--- src/rtl/div32_seq.sv ---
// div32_seq: iterative restoring divider, one quotient bit per clock, signed/unsigned.
// Optional DIV_DZ_FLAG_EN adds the dz output and a single-cycle divide-by-zero path.
module div32_seq #(
    parameter int WIDTH = 32
) (
    input  logic             clk_i,
    input  logic             clrn_i,
    input  logic [WIDTH-1:0] a_i,
    input  logic [WIDTH-1:0] b_i,
    input  logic             sign_i,
    input  logic             start_i,
    output logic [WIDTH-1:0] q_o,
    output logic [WIDTH-1:0] r_o,
    output logic             busy_o,
    output logic             ready_o
`ifdef DIV_DZ_FLAG_EN
    ,
    output logic             dz_o
`endif
);
    localparam int CW = (WIDTH > 1) ? $clog2(WIDTH) : 1;

    typedef enum logic {IDLE, RUN} state_t;

    state_t           state_q;
    logic [CW-1:0]    count_q;
    logic [WIDTH-1:0] rem_q, quo_q, dvs_q, a_q, q_q, r_q;
    logic             neg_q_q, neg_r_q, bz_q, busy_q, ready_q;
`ifdef DIV_DZ_FLAG_EN
    logic             dz_q;
    assign dz_o = dz_q;
`endif

    logic [WIDTH:0]   trial;
    logic [WIDTH-1:0] rem_d, quo_d, q_fin, r_fin, a_mag, b_mag;
    logic             last;

    assign q_o     = q_q;
    assign r_o     = r_q;
    assign busy_o  = busy_q;
    assign ready_o = ready_q;

    // The borrow bit of the (WIDTH+1)-bit trial subtract decides restore vs keep.
    always_comb begin
        a_mag = (sign_i && a_i[WIDTH-1]) ? -a_i : a_i;
        b_mag = (sign_i && b_i[WIDTH-1]) ? -b_i : b_i;
        trial = {rem_q, quo_q[WIDTH-1]} - {1'b0, dvs_q};
        rem_d = trial[WIDTH] ? {rem_q[WIDTH-2:0], quo_q[WIDTH-1]} : trial[WIDTH-1:0];
        quo_d = {quo_q[WIDTH-2:0], ~trial[WIDTH]};
        q_fin = bz_q ? '1 : (neg_q_q ? -quo_d : quo_d);
        r_fin = bz_q ? a_q : (neg_r_q ? -rem_d : rem_d);
`ifdef DIV_DZ_FLAG_EN
        last  = bz_q || (count_q == CW'(WIDTH - 1));
`else
        last  = (count_q == CW'(WIDTH - 1));
`endif
    end

    always_ff @(posedge clk_i or negedge clrn_i) begin
        if (!clrn_i) begin
            state_q <= IDLE;
            count_q <= '0;
            rem_q   <= '0;
            quo_q   <= '0;
            dvs_q   <= '0;
            a_q     <= '0;
            q_q     <= '0;
            r_q     <= '0;
            neg_q_q <= 1'b0;
            neg_r_q <= 1'b0;
            bz_q    <= 1'b0;
            busy_q  <= 1'b0;
            ready_q <= 1'b0;
`ifdef DIV_DZ_FLAG_EN
            dz_q    <= 1'b0;
`endif
        end else begin
            ready_q <= 1'b0;
            case (state_q)
                IDLE: if (start_i) begin
                    rem_q   <= '0;
                    quo_q   <= a_mag;
                    dvs_q   <= b_mag;
                    a_q     <= a_i;
                    neg_q_q <= sign_i && (a_i[WIDTH-1] ^ b_i[WIDTH-1]);
                    neg_r_q <= sign_i && a_i[WIDTH-1];
                    bz_q    <= (b_i == '0);
                    count_q <= '0;
                    busy_q  <= 1'b1;
                    state_q <= RUN;
                end
                RUN: begin
                    rem_q   <= rem_d;
                    quo_q   <= quo_d;
                    count_q <= count_q + 1'b1;
                    if (last) begin
                        q_q     <= q_fin;
                        r_q     <= r_fin;
                        busy_q  <= 1'b0;
                        ready_q <= 1'b1;
`ifdef DIV_DZ_FLAG_EN
                        dz_q    <= bz_q;
`endif
                        state_q <= IDLE;
                    end
                end
            endcase
        end
    end
endmodule
--- config.mk ---
export PLATFORM = sky130hd
export DESIGN_NAME = div32_seq
export DESIGN_NICKNAME = d
export VERILOG_FILES = /design/src/rtl/div32_seq.sv
export SDC_FILE = /design/constraint.sdc
export NUM_CORES = 1
export LEC_CHECK = 0
export ABC_CLOCK_PERIOD_IN_PS = 4800
export CAP_MARGIN = 10
export CORE_MARGIN = 3
export CORE_UTILIZATION = 30
export DETAILED_ROUTE_END_ITERATION = 7
export PLACE_DENSITY = 0.6
export SYNTH_ARGS = -nofsm -noshare
export SYNTH_HDL_FRONTEND = slang
export SYNTH_SLANG_ARGS = --single-unit
--- constraint.sdc ---
create_clock -name clk_i -period 4.8 [get_ports clk_i]
set_input_delay 0.96 -clock clk_i [delete_from_list [all_inputs] [get_ports clk_i]]
set_output_delay 0.96 -clock clk_i [all_outputs]
set_load 0.01 [all_outputs]
# [After elaboration in Yosys (flattened, before gate mapping)]
# Index checks and enable logic that the tools add are counted.
[word_totals] reg_bits=203 mem_bits_rw=0 mem_count=0 inputBits=68 latchBits=0 out_inout_bits=66 rom_bits=0
[op_classes] multipliers=0 shifts=0 n_lt_le_gt_ge=0 n_mux=21 n_eq_ne=3 div_mod_pow=0 n_reduce_logical=7 bitwise=3 addsub=6
[ops] op="32-bit two-way mux" n=9
[ops] op="32-bit negation" n=4
[ops] op="32-bit case mux with 2 select lines" n=2
[ops] op="33-bit by 32-bit subtractor with 33-bit output" n=1
[ops] op="32-bit zero test" n=1
[ops] op="5-bit case mux with 2 select lines" n=1
[ops] op="1-bit two-way mux" n=6
[ops] op="2-bit AND reduction" n=3
[ops] op="5-bit by 1-bit adder with 5-bit output (second input constant)" n=1
[ops] op="5-bit equality test (second input constant)" n=1
[ops] op="5-bit two-way mux" n=1
[ops] op="1-bit case mux with 2 select lines" n=2
[ops] op="1-bit logical AND" n=3
[ops] op="2-bit by 1-bit inequality test with 1-bit output (second input constant)" n=1
[ops] op="2-bit inequality test (second input constant)" n=1
[ops] op="1-bit NOT" n=2
[ops] op="1-bit XOR" n=1

# [Logic depth before layout (Yosys ltp)]
[depth] word_depth=5 mapped_depth=25 depth_no_buf=21

# [Worst setup path after synthesis]
# Ideal clock, no wire load.
[synth_timing] kind="register -> register" from="reg rem_q[22]" to="reg r_q[30] (netlist: r_o[30])" synth_period_minus_slack_ns=4.896 required_time_ns=4.673 n_path_buf=5 arrival_ns=4.770 slack_ns=-0.096 path_stages_with_launch=23 setup_ns=0.127 cell_sequence="dfrtp_1 ha_1 buf_6 a21o_4 o21bai_1 a221o_1 or3_1 o211a_1 buf_6 inv_4 buf_4 buf_2 buf_2 nor2_1 a21oi_1 ha_1 nand3_1 nor4b_1 o211ai_1 or3_1 o31ai_2 mux2i_1 nand3_1"
[synth_via] elab_chain_len=5
[synth_lines] item="start, declared" line="27" source="logic [WIDTH-1:0] rem_q, quo_q, dvs_q, a_q, q_q, r_q;"
[synth_lines] item="start signal, assigned" line="93" source="rem_q <= rem_d;"
[synth_lines] item="33-bit by 32-bit subtractor with 33-bit output" line="47" source="trial = {rem_q, quo_q[WIDTH-1]} - {1'b0, dvs_q};"
[synth_lines] item="32-bit two-way mux *" line="48" source="rem_d = trial[WIDTH] ? {rem_q[WIDTH-2:0], quo_q[WIDTH-1]} : trial[WIDTH-1:0];"
[synth_lines] item="32-bit negation" line="51" source="r_fin = bz_q ? a_q : (neg_r_q ? -rem_d : rem_d);"
[synth_lines] item="32-bit two-way mux * (2 in a row)" line="51"
[synth_lines] item="end signal, assigned" line="98" source="r_q <= r_fin;"
[synth_lines] item="end, declared" line="27"
# Every way passes the cells marked *; elsewhere a longest branch is shown, timed or not.
# A chain may end at the register's enable or synchronous reset.

# [Worst setup path after layout]
# Ends and elaborated chain as after synthesis.

==> run_results.csv <==
group,metric,value,unit
setup_path,timing_worst_setup_path_type,"reg -> reg",
synth,post-synth-top-count-cell,"o21ai_0",
routing,ant_nets,0,
synth,netlist_instances,1639,
routing,drt-vias-per-instance,5.307,
setup_path,r2r-start,"rem_q[22]",
routing,drt_iter0_drc,864,
timing,fin_crit_sh,97.18,%
timing,slew_headroom,29.31,%
grt,grt_pass1_wl,68370,um
power,leakage,6.891,nW
power,fin_total_pwr,15.09,mW
setup_path,worst-path-max-fanout,7,
clock_tree,root_buffer,"clkbuf_16",
place,dp_slack,0.01228,ns
setup_path,critPathLaunchType,"flip-flop",
place,gp_congestion,0.8825,
synth,synth.distinct_cells,81,
floorplan,die_height,220.4,um
synth,yosysTopAreaCell,"dfrtp_1",
synth,ys.flop_type,"dfrtp_1",
synth,yosys_warnings,0,
routing,wl_per_cell,18.27,um
timing,setup_viol,0,
synth,yosys-top-cells-count,"216 x o21ai_0, 211 x nand2_1, 203 x dfrtp_1",
job,drv_cap,0,
setup_path,rrSetupSlack,0.14,ns
floorplan,rows,77,
setup_path,r2r_cells,18,
min_path,hold_depth,1,
grt,grt_max_degree,101,
synth,yosysTopAreaCellShare,36.82,%
timing,timing.final.crit_period,4.664,ns
timing,final_hold_viol_count,0,
floorplan,start_util,30.79,%
cells_and_area,areaGrowthSynthToFinish,21.42,%
timing,timing.final.ws_setup,0.1355,ns
clock_tree,clockBufferDepth,3,
grt,antenna_found_initial,0,
timing,finClkSkew,0.01907,ns
synth,synth_fp_nets,1746,
power,peakVddDrop,0.4376,mV
grt,track_usage,17.53,%
timing,tightest_slew,1.060,ns
grt,grt_overflow,0,
synth,ys_ff_latch,203,
timing,slew_viol_final,0,
min_path,hp-class,"reg -> reg",
routing,routed_wl,43260,um
place,dp.final_hpwl,32500,um
synth,async_flop_share,100.0,%
setup_path,arrival,5.08,ns
setup_path,worstPathRequired,5.21,ns
routing,vias,12567,
synth,avgSynthCellArea,8.417,sq um
power,powerDensity,900.6,nW/um^2
clock_tree,cts_sinks,203,
synth,synth_area_leaders,"dfrtp_1 37%, o21ai_0 7.8%, nand2_1 5.7%",
setup_path,endpoint_kind,"flip-flop",
floorplan,io_pins,134,
cells_and_area,nNetsFinal,1864,
timing,max_freq,0.2144,GHz
setup_path,worstSetupEndpoint,"r_o[30]",
floorplan,dieArea,48590,sq um
clock_tree,clk_pin_slew_worst_paths,0.06,ns
synth,synth_edf_count,0,
routing,drtPass1Iterations,5,
clock_tree,cts_tree,"done",
synth,seq_area_frac_synth,36.82,%
synth,syn_area,13800,sq um
routing,drc,0,
run_status,status,"complete, no violations",
cells_and_area,layout-drive-gt1-share,9.741,%
grt,grt_pass1_vias,12267,
clock_tree,clk_latency,0.55,ns
floorplan,dieWidth,220.4,um
setup_path,crit_start,"rem_q[22]",
clock_tree,cts-buffers-inserted,25,
clock_tree,htreeDepth,1,
clock_tree,hold_buffers,0,
floorplan,coreArea,44800,sq um
cells_and_area,insertedDiodeCount,0,
place,portBuffers,133,
setup_path,r2r-end,"r_o[30]",
## placed cells by master, fill, tap and decap left out, types with 5 or more instances in the layout
cell	Yosys	layout
a2111oi_0	5	5
a211oi_1	8	6
a21boi_0	6	6
a21o_1	13	13
a21oi_1	123	120
and2_1	16	16
and3_1	12	12
buf_4	1	48
clkbuf_1	67	6
clkbuf_16	0	25
clkbuf_8	0	7
clkdlybuf4s50_1	0	131
clkinv_2	0	5
dfrtp_1	203	201
ha_1	38	31
ha_2	0	5
inv_1	50	48
mux2_2	37	37
mux2i_1	47	46
nand2_1	211	211
nand2b_1	46	45
nand3_1	32	31
nand3b_1	5	5
nand4_1	16	16
nor2_1	106	105
nor2b_1	5	5
nor3_1	31	30
nor4_1	24	23
o211ai_1	10	10
o21a_1	15	15
o21ai_0	216	215
o21ai_1	5	6
o31ai_1	24	24
o41ai_1	14	14
or3_1	20	20
or4_1	11	11
xnor2_1	49	49
xor2_1	76	76
## logic make-up after synthesis
logic type               after synthesis  share of synthesized area [%]
AND/OR/NAND/NOR                      554                          19.25
AO/OA/AOI/OAI                        490                          21.41
flip-flops                           203                          36.82
buffers and inverters                141                          4.199
XOR/XNOR                             125                          7.936
multiplexers                          87                          6.784
adder cells (fa/ha/maj)               39                          3.592
## report_power, final
| group | internal, mW | switching (mW) | total (mW) |
|---|---|---|---|
| Combinational | 4.12 | 5.70 | 9.82 |
| Clock | 1.06 | 0.778 | 1.83 |
| Sequential | 2.59 | 0.838 | 3.43 |
| Total | 7.77 | 7.31 | 15.1 |
## flip-flops by register name (all words and copies together), names as in the netlist
name     cells
neg_q_q      1
busy_o       1
q_o         32
a_q         32
rem_q       32
r_o         32
neg_r_q      1
dvs_q       32
ready_o      1
state_q      1
bz_q         1
count_q      5
quo_q       32
## final cells by class
type                            count  area, sq um
Inverter                           51        196.4
Clock inverter                      9        58.81
Sequential cell                   203         5085
Timing Repair Buffer              181         1690
Clock buffer                       37        730.7
Fill cell                        4540        28050
Tap cell                          592        740.7
Multi-Input combinational cell   1295         8249
## critical path: stages, from the launching register on
cell and delay [ns]:
dfrtp_2 0.44, ha_4 0.27, a21o_4 0.23, o21bai_1 0.17
a221o_1 0.39, or3_1 0.36, o211a_1 0.26, clkinv_4 0.11
mux2i_4 0.24, ha_2 0.20, nand3b_1 0.13, nor3_2 0.30
and3_1 0.23, o211ai_1 0.11, buf_4 0.19, or3_1 0.33
o31ai_2 0.27, mux2i_1 0.22, nand3_1 0.09
## per-stage QoR
stage               hold WS [ns]  TNS [ns]  instances  instance area [sq um]  utilization, %
floorplan                 0.4426         0       1639                  13810               -
global placement          0.4520         0       2317                  15830           35.34
detailed placement        0.4707         0       2317                  15830           35.34
CTS                       0.4791         0       2364                  16630           37.11
global route              0.4858  -0.01053       2368                  16750           37.39
finish                    0.4740         0       2368                  16750           37.39
## worst min path at each step
stage | start | endpoint | slack (ns)
detailed placement | dvs_q[14] | dvs_q[14] | 0.47
CTS | count_q[3] | count_q[3] | 0.48
floorplan | count_q[3] | count_q[3] | 0.44
global route | count_q[3] | count_q[3] | 0.49
finish | count_q[3] | count_q[3] | 0.47
global placement | count_q[3] | count_q[3] | 0.45
## layer usage
| layer | vias up | global-route usage (%) | routed length, um | share of wire, % |
|---|---|---|---|---|
| met5 | - | 0 | 0 | 0 |
| met4 | 0 | 4.228 | 1044 | 2.4 |
| met3 | 70 | 2.142 | 1782 | 4.1 |
| met2 | 271 | 29.61 | 20750 | 48 |
| met1 | 6142 | 24.00 | 19690 | 46 |
| li1 | 6084 | - | - | - |
## what timing repair did
item                       CTS  global route
setup endpoints to repair    1            12
buffers inserted             1             4
pin swaps                    1             9
hold endpoints to repair     0             0
gates resized for setup      0            22
cloned                       0             0
Note: power is estimated with default switching activity, not from simulation.
